## config.mk

```make
export PLATFORM = sky130hd
export DESIGN_NAME = alu_seq16
export DESIGN_NICKNAME = d
export VERILOG_FILES = /design/src/rtl/alu_seq_pkg.sv /design/src/rtl/mul_div_iter16.sv /design/src/rtl/alu_seq16.sv
export SDC_FILE = /design/constraint.sdc
export NUM_CORES = 1
export LEC_CHECK = 0
export BUFFER_PORTS_ARGS = -buffer_cell sky130_fd_sc_hd__buf_2
export CAP_MARGIN = 20
export CORE_ASPECT_RATIO = 0.7
export CORE_UTILIZATION = 55
export CTS_BUF_LIST = sky130_fd_sc_hd__clkbuf_8 sky130_fd_sc_hd__clkbuf_16
export DETAILED_ROUTE_END_ITERATION = 10
export PLACE_DENSITY = 0.73
export SETUP_SLACK_MARGIN = 0.1
export SYNTH_ARGS = -nofsm -noshare
export SYNTH_HDL_FRONTEND = slang
export SYNTH_SLANG_ARGS = --single-unit
export TNS_END_PERCENT = 5
```

## constraint.sdc

```tcl
create_clock -name clk -period 4.8 [get_ports clk]
set_clock_uncertainty 0.1 [all_clocks]
set_input_delay 0 -clock clk [delete_from_list [all_inputs] [get_ports clk]]
set_output_delay 0 -clock clk [all_outputs]
set_load 0.01 [all_outputs]
```

## src/rtl/alu_seq_pkg.sv

```systemverilog
// alu_seq_pkg: shared definitions for the sequential 16-bit ALU.
// Provides the op-select encoding, the handshake FSM state type, the
// iteration count of the shared multiply/divide datapath and the
// divide-by-zero result constant.
// Optional feature macro used by the design files: ALU_SEQ_REM_EN.
package alu_seq_pkg;

    localparam int WIDTH = 16;

    localparam logic [1:0] OP_ADD = 2'b00;
    localparam logic [1:0] OP_SUB = 2'b01;
    localparam logic [1:0] OP_MUL = 2'b10;
    localparam logic [1:0] OP_DIV = 2'b11;

    localparam int ITER_COUNT = 16;

    localparam logic [WIDTH-1:0] DIV0_RESULT = 16'hFFFF;

    typedef enum logic [1:0] {
        IDLE = 2'b00,
        BUSY = 2'b01,
        DONE = 2'b10
    } state_t;

endpackage

```

## src/rtl/mul_div_iter16.sv

```systemverilog
// mul_div_iter16: shared iterative datapath for unsigned 16x16 multiply
// (shift-add, 32-bit product) and unsigned 16/16 restoring division.
// One iteration per clock for ITER_COUNT clocks after start.
// Optional feature macro: ALU_SEQ_REM_EN (exposes the final remainder).
// Ports:
//   clk, rst_n  clock, asynchronous active-low reset
//   start       load operands and begin (ignored while busy is handled by caller)
//   is_div      1 = divide, 0 = multiply (sampled with start)
//   a, b        multiplicand/dividend, multiplier/divisor
//   last        high during the final iteration cycle
//   res_next    result that the final iteration produces (valid with last)
//   ov_next     overflow flag for that result (valid with last)
//   rem_next    remainder for that result (valid with last, ALU_SEQ_REM_EN)
module mul_div_iter16
    import alu_seq_pkg::*;
(
    input  logic             clk,
    input  logic             rst_n,
    input  logic             start,
    input  logic             is_div,
    input  logic [WIDTH-1:0] a,
    input  logic [WIDTH-1:0] b,
    output logic             last,
    output logic [WIDTH-1:0] res_next,
`ifdef ALU_SEQ_REM_EN
    output logic [WIDTH-1:0] rem_next,
`endif
    output logic             ov_next
);

    logic        busy_reg;
    logic        is_div_reg;
    logic [3:0]  cnt_reg;
    // Multiply: running product. Divide: partial remainder in [16:0].
    logic [31:0] acc_reg;
    // Multiply: multiplicand shifted left by the iteration index.
    // Divide: dividend shifting out MSB-first while quotient bits shift in.
    logic [31:0] shf_reg;
    // Multiply: multiplier shifting right (bit 0 is the current bit).
    // Divide: divisor, constant.
    logic [15:0] opd_reg;

    logic [31:0] acc_next;
    logic [31:0] shf_next;
    logic [15:0] opd_next;

    logic [31:0] mul_acc;
    logic [16:0] div_trial;
    logic        div_ge;
    logic [16:0] div_rem;

    always_comb begin
        mul_acc   = acc_reg + (opd_reg[0] ? shf_reg : 32'd0);

        // Bring down the next dividend bit into the partial remainder.
        div_trial = {acc_reg[15:0], shf_reg[15]};
        div_ge    = (div_trial >= {1'b0, opd_reg});
        div_rem   = div_ge ? (div_trial - {1'b0, opd_reg}) : div_trial;

        if (is_div_reg) begin
            acc_next = {15'd0, div_rem};
            shf_next = {16'd0, shf_reg[14:0], div_ge};
            opd_next = opd_reg;
        end else begin
            acc_next = mul_acc;
            shf_next = {shf_reg[30:0], 1'b0};
            opd_next = {1'b0, opd_reg[15:1]};
        end
    end

    assign last     = busy_reg && (cnt_reg == 4'(ITER_COUNT - 1));
    assign res_next = is_div_reg ? shf_next[15:0] : acc_next[15:0];
    assign ov_next  = !is_div_reg && (acc_next[31:16] != 16'd0);
`ifdef ALU_SEQ_REM_EN
    assign rem_next = is_div_reg ? acc_next[15:0] : 16'd0;
`endif

    always_ff @(posedge clk or negedge rst_n) begin
        if (!rst_n) begin
            busy_reg   <= 1'b0;
            is_div_reg <= 1'b0;
            cnt_reg    <= 4'd0;
            acc_reg    <= 32'd0;
            shf_reg    <= 32'd0;
            opd_reg    <= 16'd0;
        end else if (start) begin
            busy_reg   <= 1'b1;
            is_div_reg <= is_div;
            cnt_reg    <= 4'd0;
            acc_reg    <= 32'd0;
            shf_reg    <= {16'd0, a};
            opd_reg    <= b;
        end else if (busy_reg) begin
            acc_reg <= acc_next;
            shf_reg <= shf_next;
            opd_reg <= opd_next;
            cnt_reg <= cnt_reg + 4'd1;
            if (last) begin
                busy_reg <= 1'b0;
            end
        end
    end

endmodule

```

## src/rtl/alu_seq16.sv

```systemverilog
// alu_seq16: sequential 16-bit ALU with valid/ready request and result
// handshakes. Add/sub complete at the accept edge; multiply/divide run
// 16 iterations on the shared mul_div_iter16 datapath.
// Optional feature macro: ALU_SEQ_REM_EN (adds the rem output port).
// Ports:
//   clk, rst_n          clock, asynchronous active-low reset
//   in_valid, in_ready  request handshake (in_ready only in IDLE)
//   a, b, sel           operands and op (00 add, 01 sub, 10 mul, 11 div)
//   out_valid, out_ready result handshake (out_valid only in DONE)
//   out, ov             result and overflow/error flag (registered)
//   rem                 division remainder (ALU_SEQ_REM_EN only)
module alu_seq16
    import alu_seq_pkg::*;
(
    input  logic             clk,
    input  logic             rst_n,
    input  logic             in_valid,
    output logic             in_ready,
    input  logic [WIDTH-1:0] a,
    input  logic [WIDTH-1:0] b,
    input  logic [1:0]       sel,
    output logic             out_valid,
    input  logic             out_ready,
    output logic [WIDTH-1:0] out,
`ifdef ALU_SEQ_REM_EN
    output logic [WIDTH-1:0] rem,
`endif
    output logic             ov
);

    state_t state_reg;
    state_t state_next;

    logic [15:0] out_reg;
    logic        ov_reg;
    logic        load;
    logic [15:0] res_d;
    logic        ov_d;
`ifdef ALU_SEQ_REM_EN
    logic [15:0] rem_reg;
    logic [15:0] rem_d;
    logic [15:0] md_rem;
`endif

    logic        md_start;
    logic        md_last;
    logic [15:0] md_res;
    logic        md_ov;

    logic [16:0] add_sum;
    logic [16:0] sub_sum;
    logic [15:0] sub_low;

    always_comb begin
        add_sum = {1'b0, a} + {1'b0, b};
        sub_sum = {1'b0, a} + {1'b0, ~b} + 17'd1;
        // Sum of the low 15 bits; bit 15 is the carry into the sign bit.
        sub_low = {1'b0, a[14:0]} + {1'b0, ~b[14:0]} + 16'd1;
    end

    mul_div_iter16 u_md (
        .clk      (clk),
        .rst_n    (rst_n),
        .start    (md_start),
        .is_div   (sel == OP_DIV),
        .a        (a),
        .b        (b),
        .last     (md_last),
        .res_next (md_res),
`ifdef ALU_SEQ_REM_EN
        .rem_next (md_rem),
`endif
        .ov_next  (md_ov)
    );

    always_comb begin
        state_next = state_reg;
        md_start   = 1'b0;
        load       = 1'b0;
        res_d      = 16'd0;
        ov_d       = 1'b0;
`ifdef ALU_SEQ_REM_EN
        rem_d      = 16'd0;
`endif
        case (state_reg)
            IDLE: begin
                if (in_valid) begin
                    case (sel)
                        OP_ADD: begin
                            load       = 1'b1;
                            res_d      = add_sum[15:0];
                            ov_d       = add_sum[16];
                            state_next = DONE;
                        end
                        OP_SUB: begin
                            load       = 1'b1;
                            res_d      = sub_sum[15:0];
                            ov_d       = sub_low[15] ^ sub_sum[16];
                            state_next = DONE;
                        end
                        OP_MUL: begin
                            md_start   = 1'b1;
                            state_next = BUSY;
                        end
                        default: begin
                            if (b == 16'd0) begin
                                load       = 1'b1;
                                res_d      = DIV0_RESULT;
                                ov_d       = 1'b1;
`ifdef ALU_SEQ_REM_EN
                                rem_d      = a;
`endif
                                state_next = DONE;
                            end else begin
                                md_start   = 1'b1;
                                state_next = BUSY;
                            end
                        end
                    endcase
                end
            end
            BUSY: begin
                if (md_last) begin
                    load       = 1'b1;
                    res_d      = md_res;
                    ov_d       = md_ov;
`ifdef ALU_SEQ_REM_EN
                    rem_d      = md_rem;
`endif
                    state_next = DONE;
                end
            end
            DONE: begin
                if (out_ready) begin
                    state_next = IDLE;
                end
            end
            default: state_next = IDLE;
        endcase
    end

    always_ff @(posedge clk or negedge rst_n) begin
        if (!rst_n) begin
            state_reg <= IDLE;
            out_reg   <= 16'd0;
            ov_reg    <= 1'b0;
`ifdef ALU_SEQ_REM_EN
            rem_reg   <= 16'd0;
`endif
        end else begin
            state_reg <= state_next;
            if (load) begin
                out_reg <= res_d;
                ov_reg  <= ov_d;
`ifdef ALU_SEQ_REM_EN
                rem_reg <= rem_d;
`endif
            end
        end
    end

    assign in_ready  = (state_reg == IDLE);
    assign out_valid = (state_reg == DONE);
    assign out       = out_reg;
    assign ov        = ov_reg;
`ifdef ALU_SEQ_REM_EN
    assign rem       = rem_reg;
`endif

endmodule

```

==> results <==
- The register share of total power is between 20% and 30%.
- The nature of the critical path startpoint is a flop.
- The buffers inserted during post-CTS setup optimization is 0.
- Of all nets on the critical path, the largest fanout is 19.
- The final critical-path required period is 4.027 ns.
- The most used flip-flop cell after synthesis is dfrtp_1.
- Among all stages on the critical path, the largest delay is contributed by dfrtp_1.
- The family with the most delay on the worst path is compound AO/OA/AOI/OAI gates.
- The number of inserted diodes is 0.
- After floorplanning, the core was sized to cover 0.01583 sq mm.
- Counting flops and latches in the post-synthesis netlist gives roughly 110.
- After detailed routing, the average wire length per cell comes to 18.35 um.
- Combinational logic burns 63.0% of the power.
- The worst hold path was traced through 3 stages.
- The floorplan step set the die width to roughly 160 um.
- Setup repair after global routing left no endpoint under its margin.
- The origin of the critical flop-to-flop path is u_md.opd_reg[0].
- The maximum buffer depth of the clock tree is 2.
- Before antenna repair, the detailed router went through 5 iterations.
- Hold is met by ~0.039 ns.
- For this run, the number of Yosys warnings is 0.
- After filler insertion, the fill cell instance count of the layout stands at 1,421.
- Summed over all cells, the static leakage comes to just under 5 nW.
- The synthesized area per cell is 8.022 sq um.
- The proportion of layout cells with a drive suffix above 1 is 8.104%.
- Of the total power, the share spent switching nets is 48.49%.
- The first global-routing pass estimated 42,300 um of wire.
- The aggregate global routing overflow is 0.
- The internal power is roughly 3.3 mW.
- The worst setup path is of the flop to flop kind.
- Once detail routing completed, the nets flagged for antenna violations numbered 0.
- Prior to clock tree synthesis, the placed netlist has a worst setup slack of roughly 0.8 ns.
- Synthesis handed over a netlist of 1,135 instances.
- Compared with the post-synthesis result, the final layout area differs by 11.96%.
- For this block, the routed nets add up to 26,000 um of wire.
- The clock-pin slew reported for the worst setup and hold paths after clock tree synthesis is 0.08 ns.
- Walking the worst path, the cells encountered are buf_4, and2_1, ha_1, a211o_1, a21oi_2, nand3_1, o31ai_1, o21ai_1, xor2_1, or4_1, o31ai_1, and4b_1, o31ai_1.
- The utilization of the core after routing is 64.38%.
- The worst slew margin relative to its limit is around 25%.
- For hold timing, the worst endpoint is out[13].
- The placement row count is 38.
- The run finished with clean final reports.
- The share of power burned in the clock network is a little under an eighth.
- The number of design rule violations left after detail routing is 0.
- At the worst endpoint, the arrival time is 4.14 ns.
- The peak clock frequency supported by timing is between 0.2 and 0.25 GHz.
- The weighted congestion reported at the end of routability-driven placement is between 0.9 and 1.
- The number of buffers inserted for hold repair after clock tree synthesis is 36.
- The die height is 109.7 um.
- Data on the critical path is required at its endpoint by 4.91 ns.
- The max-slew violation count is 0.
- Entering global routing, the biggest net connects 56 pins.
- The sequential fraction of the synthesis area is 28.86%.
- The tool flagged a number of max-cap violations equal to 0.
- The endpoint type of the worst setup path is a flop.
- The final-report setup violation count is 0.
- In this run the worst hold path is classified as input port to flop.
- The number of input and output port buffers inserted is 56.
- During I/O placement, the number of pins put on the boundary was 57.
- The final worst-path cycle share is between 80% and 90%.
- The tree is rooted in a clkbuf_16.
- The number of DRC markers after the initial detailed-route iteration is 956.
- Global routing used 31.80% of the available tracks across all layers.
- The setup slack of the most critical reg-to-reg path is 0.77 ns.
- The number of global-route vias before repair is between 8,000 and 9,000.
- The die outline area is 0.01708 sq mm.
- The worst-case IR drop observed on VDD is 0.3969 mV.
- The most frequent cell on the critical path is o31ai_1.
- In the routed layout, each cell is associated on average with a via count of 6.141.
- The H-tree was split into 3 levels.
- The number of nets in the synthesized netlist is 1,258.
- The largest single stage delay on the critical path is roughly 0.67 ns.
- Summed over all nets, the switching power comes to 3.112 mW.
- The number of nets in the layout is around 1,300.
- The proportion of register bits with asynchronous set or reset after synthesis is between 90% and 100%.
- The power per cell area is 629.7 mW/mm^2.
- The final route contains 8,702 vias.
- The start point of the worst min-delay path is sel[0].
- The post-cts gate resize count is 0.
- Counting cells, the worst reg-to-reg path comes to 13.
- Adding up every negative setup slack in the final design gives 0 ns.
- The slew of the pin with the lowest slew margin is between 1 and 1.5 ns.
- After synthesis, the netlist uses 64 different library cells.
- The effective utilization at floorplan is 57.51%.
- The slack of the critical path is 0.7729 ns.
- The number of CTS-inserted buffers is 9.
- The final hold violation count is 0.
- Together, buffers and inverters on the worst path number 1.
- At the later pin of the worst-skew pair, clock insertion delay measures about 0.35 ns.
- The count of flip-flops with a built-in enable after synthesis is 0.
- Summed over all nets, the half-perimeter wirelength after detailed placement is 19,270 um.
- The finished layout holds roughly 1,400 standard cells, fillers aside.
- The area of the mapped netlist is 0.009105 sq mm.
- The endpoint of the worst register-to-register path is ov.
- TritonCTS built the clock tree.
- The number of cells after detailed placement is around 1,400.
- The initial antenna violation count is 1.
- The number of clock sinks seen by CTS is 105.
[layout make-up]
cell class	count	area (sq um)	share of cell area, %
clock buffers	11	252.7	2.479
clock inverters	5	36.28	0.3560
inverters	63	236.5	2.320
multi-input cells	911	6046	59.31
flip-flops and latches	105	2629	25.79
well taps	220	275.3	2.700
repair buffers	102	718.2	7.046
[logic make-up (layout without fill, tap and decap cells)]
kind of cell	Yosys count	count (layout)	share of synthesized area [%]
compound gates	379	379	26.52
mux	33	33	3.669
xor+xnor	65	65	6.253
simple gates	349	349	17.74
fa+ha+maj	85	85	12.01
flops	105	105	28.86
buf+inv	119	181	4.947
[worst register-to-register path, stage by stage, from the launching register on]
cell     delay [ns]
dfrtp_1        0.67
buf_4          0.31
and2_1         0.16
ha_1           0.31
a211o_1        0.35
a21oi_2        0.14
nand3_1        0.12
o31ai_1        0.39
o21ai_1        0.12
xor2_1         0.16
or4_1          0.52
o31ai_1        0.24
and4b_1        0.23
o31ai_1        0.06
[routing by layer]
layer | track usage, % | up-vias | share of wire (%)
met2 | 45.98 | 350 | 40
met3 | 7.410 | 32 | 9.1
met4 | 5.672 | 2 | 1.1
met5 | 0 | - | 0.046
li1 | - | 4176 | -
met1 | 48.08 | 4142 | 49
[power groups by stage]
stage               combinational [mW]  clock [mW]  sequential (mW)
finish                            4.04       0.734             1.64
global route                      4.49       0.784             1.68
CTS                               3.98       0.746             1.63
detailed placement                3.91           0             1.64
global placement                  3.85           0             1.64
floorplan                         3.06           0             1.48
[worst max path at each step]
stage	startpoint	end	slack (ns)	cells past startpoint
global route	u_md.opd_reg[0]	ov	0.48	13
global placement	u_md.opd_reg[0]	ov	0.95	13
CTS	u_md.opd_reg[0]	ov	0.77	13
detailed placement	u_md.opd_reg[0]	ov	0.82	13
floorplan	u_md.opd_reg[0]	ov	1.42	14
finish	u_md.opd_reg[0]	ov	0.77	13
[cells in the mapped netlist (all sizes together), types with 3 or more instances]
cell type  instances  area (sq um)
nor2             138         518.0
a21oi            117         589.3
dfrtp            105          2628
nand2             82         307.8
ha                81          1013
o21ai             73         365.4
inv               62         232.7
clkbuf            48         180.2
xnor2             44         385.4
and2              39         244.0
mux2i             30         300.3
a211oi            28         210.2
a22oi             28         210.2
a21o              27         202.7
xor2              21         183.9
nor3              20         105.1
nand3             17         85.08
a31oi             16         100.1
o211ai            14         105.1
nor2b             12         75.07
o21a              12         90.09
o31ai             11         82.58
o21bai            10         75.07
buf                8         33.78
nand4              8         50.05
nand2b             7         43.79
nor4               6         37.54
and3               5         31.28
fa                 4         80.08
o2111ai            4         35.03
o22ai              4         25.02
or4                4         30.03
a31o               3         26.28
mux2               3         33.78
o211a              3         30.03
o221ai             3         26.28
o22a               3         26.28
o31a               3         26.28
o41ai              3         26.28
[stage by stage]
stage / area (sq um) / power, mW
after floorplan: 9105 / 4.536
after global placement: 9544 / 5.490
after detailed placement: 9544 / 5.552
after CTS: 10190 / 6.351
after global routing: 10190 / 6.954
final: 10190 / 6.419
[cell usage in the layout (no fill, tap or decap), types with 12 or more instances in the layout]
cell type	Yosys	layout
nor2_1	138	137
a21oi_1	116	116
dfrtp_1	105	104
nand2_1	82	82
ha_1	81	81
o21ai_0	63	63
inv_1	62	62
buf_2	3	55
xnor2_1	44	44
and2_1	39	39
dlygate4sd3_1	0	36
mux2i_1	30	30
a211oi_1	28	28
a22oi_1	28	28
a21o_1	27	27
xor2_1	21	21
nor3_1	19	19
nand3_1	17	17
a31oi_1	16	16
o211ai_1	14	14
o21a_1	12	12
Power figures use the tool's default switching activity.
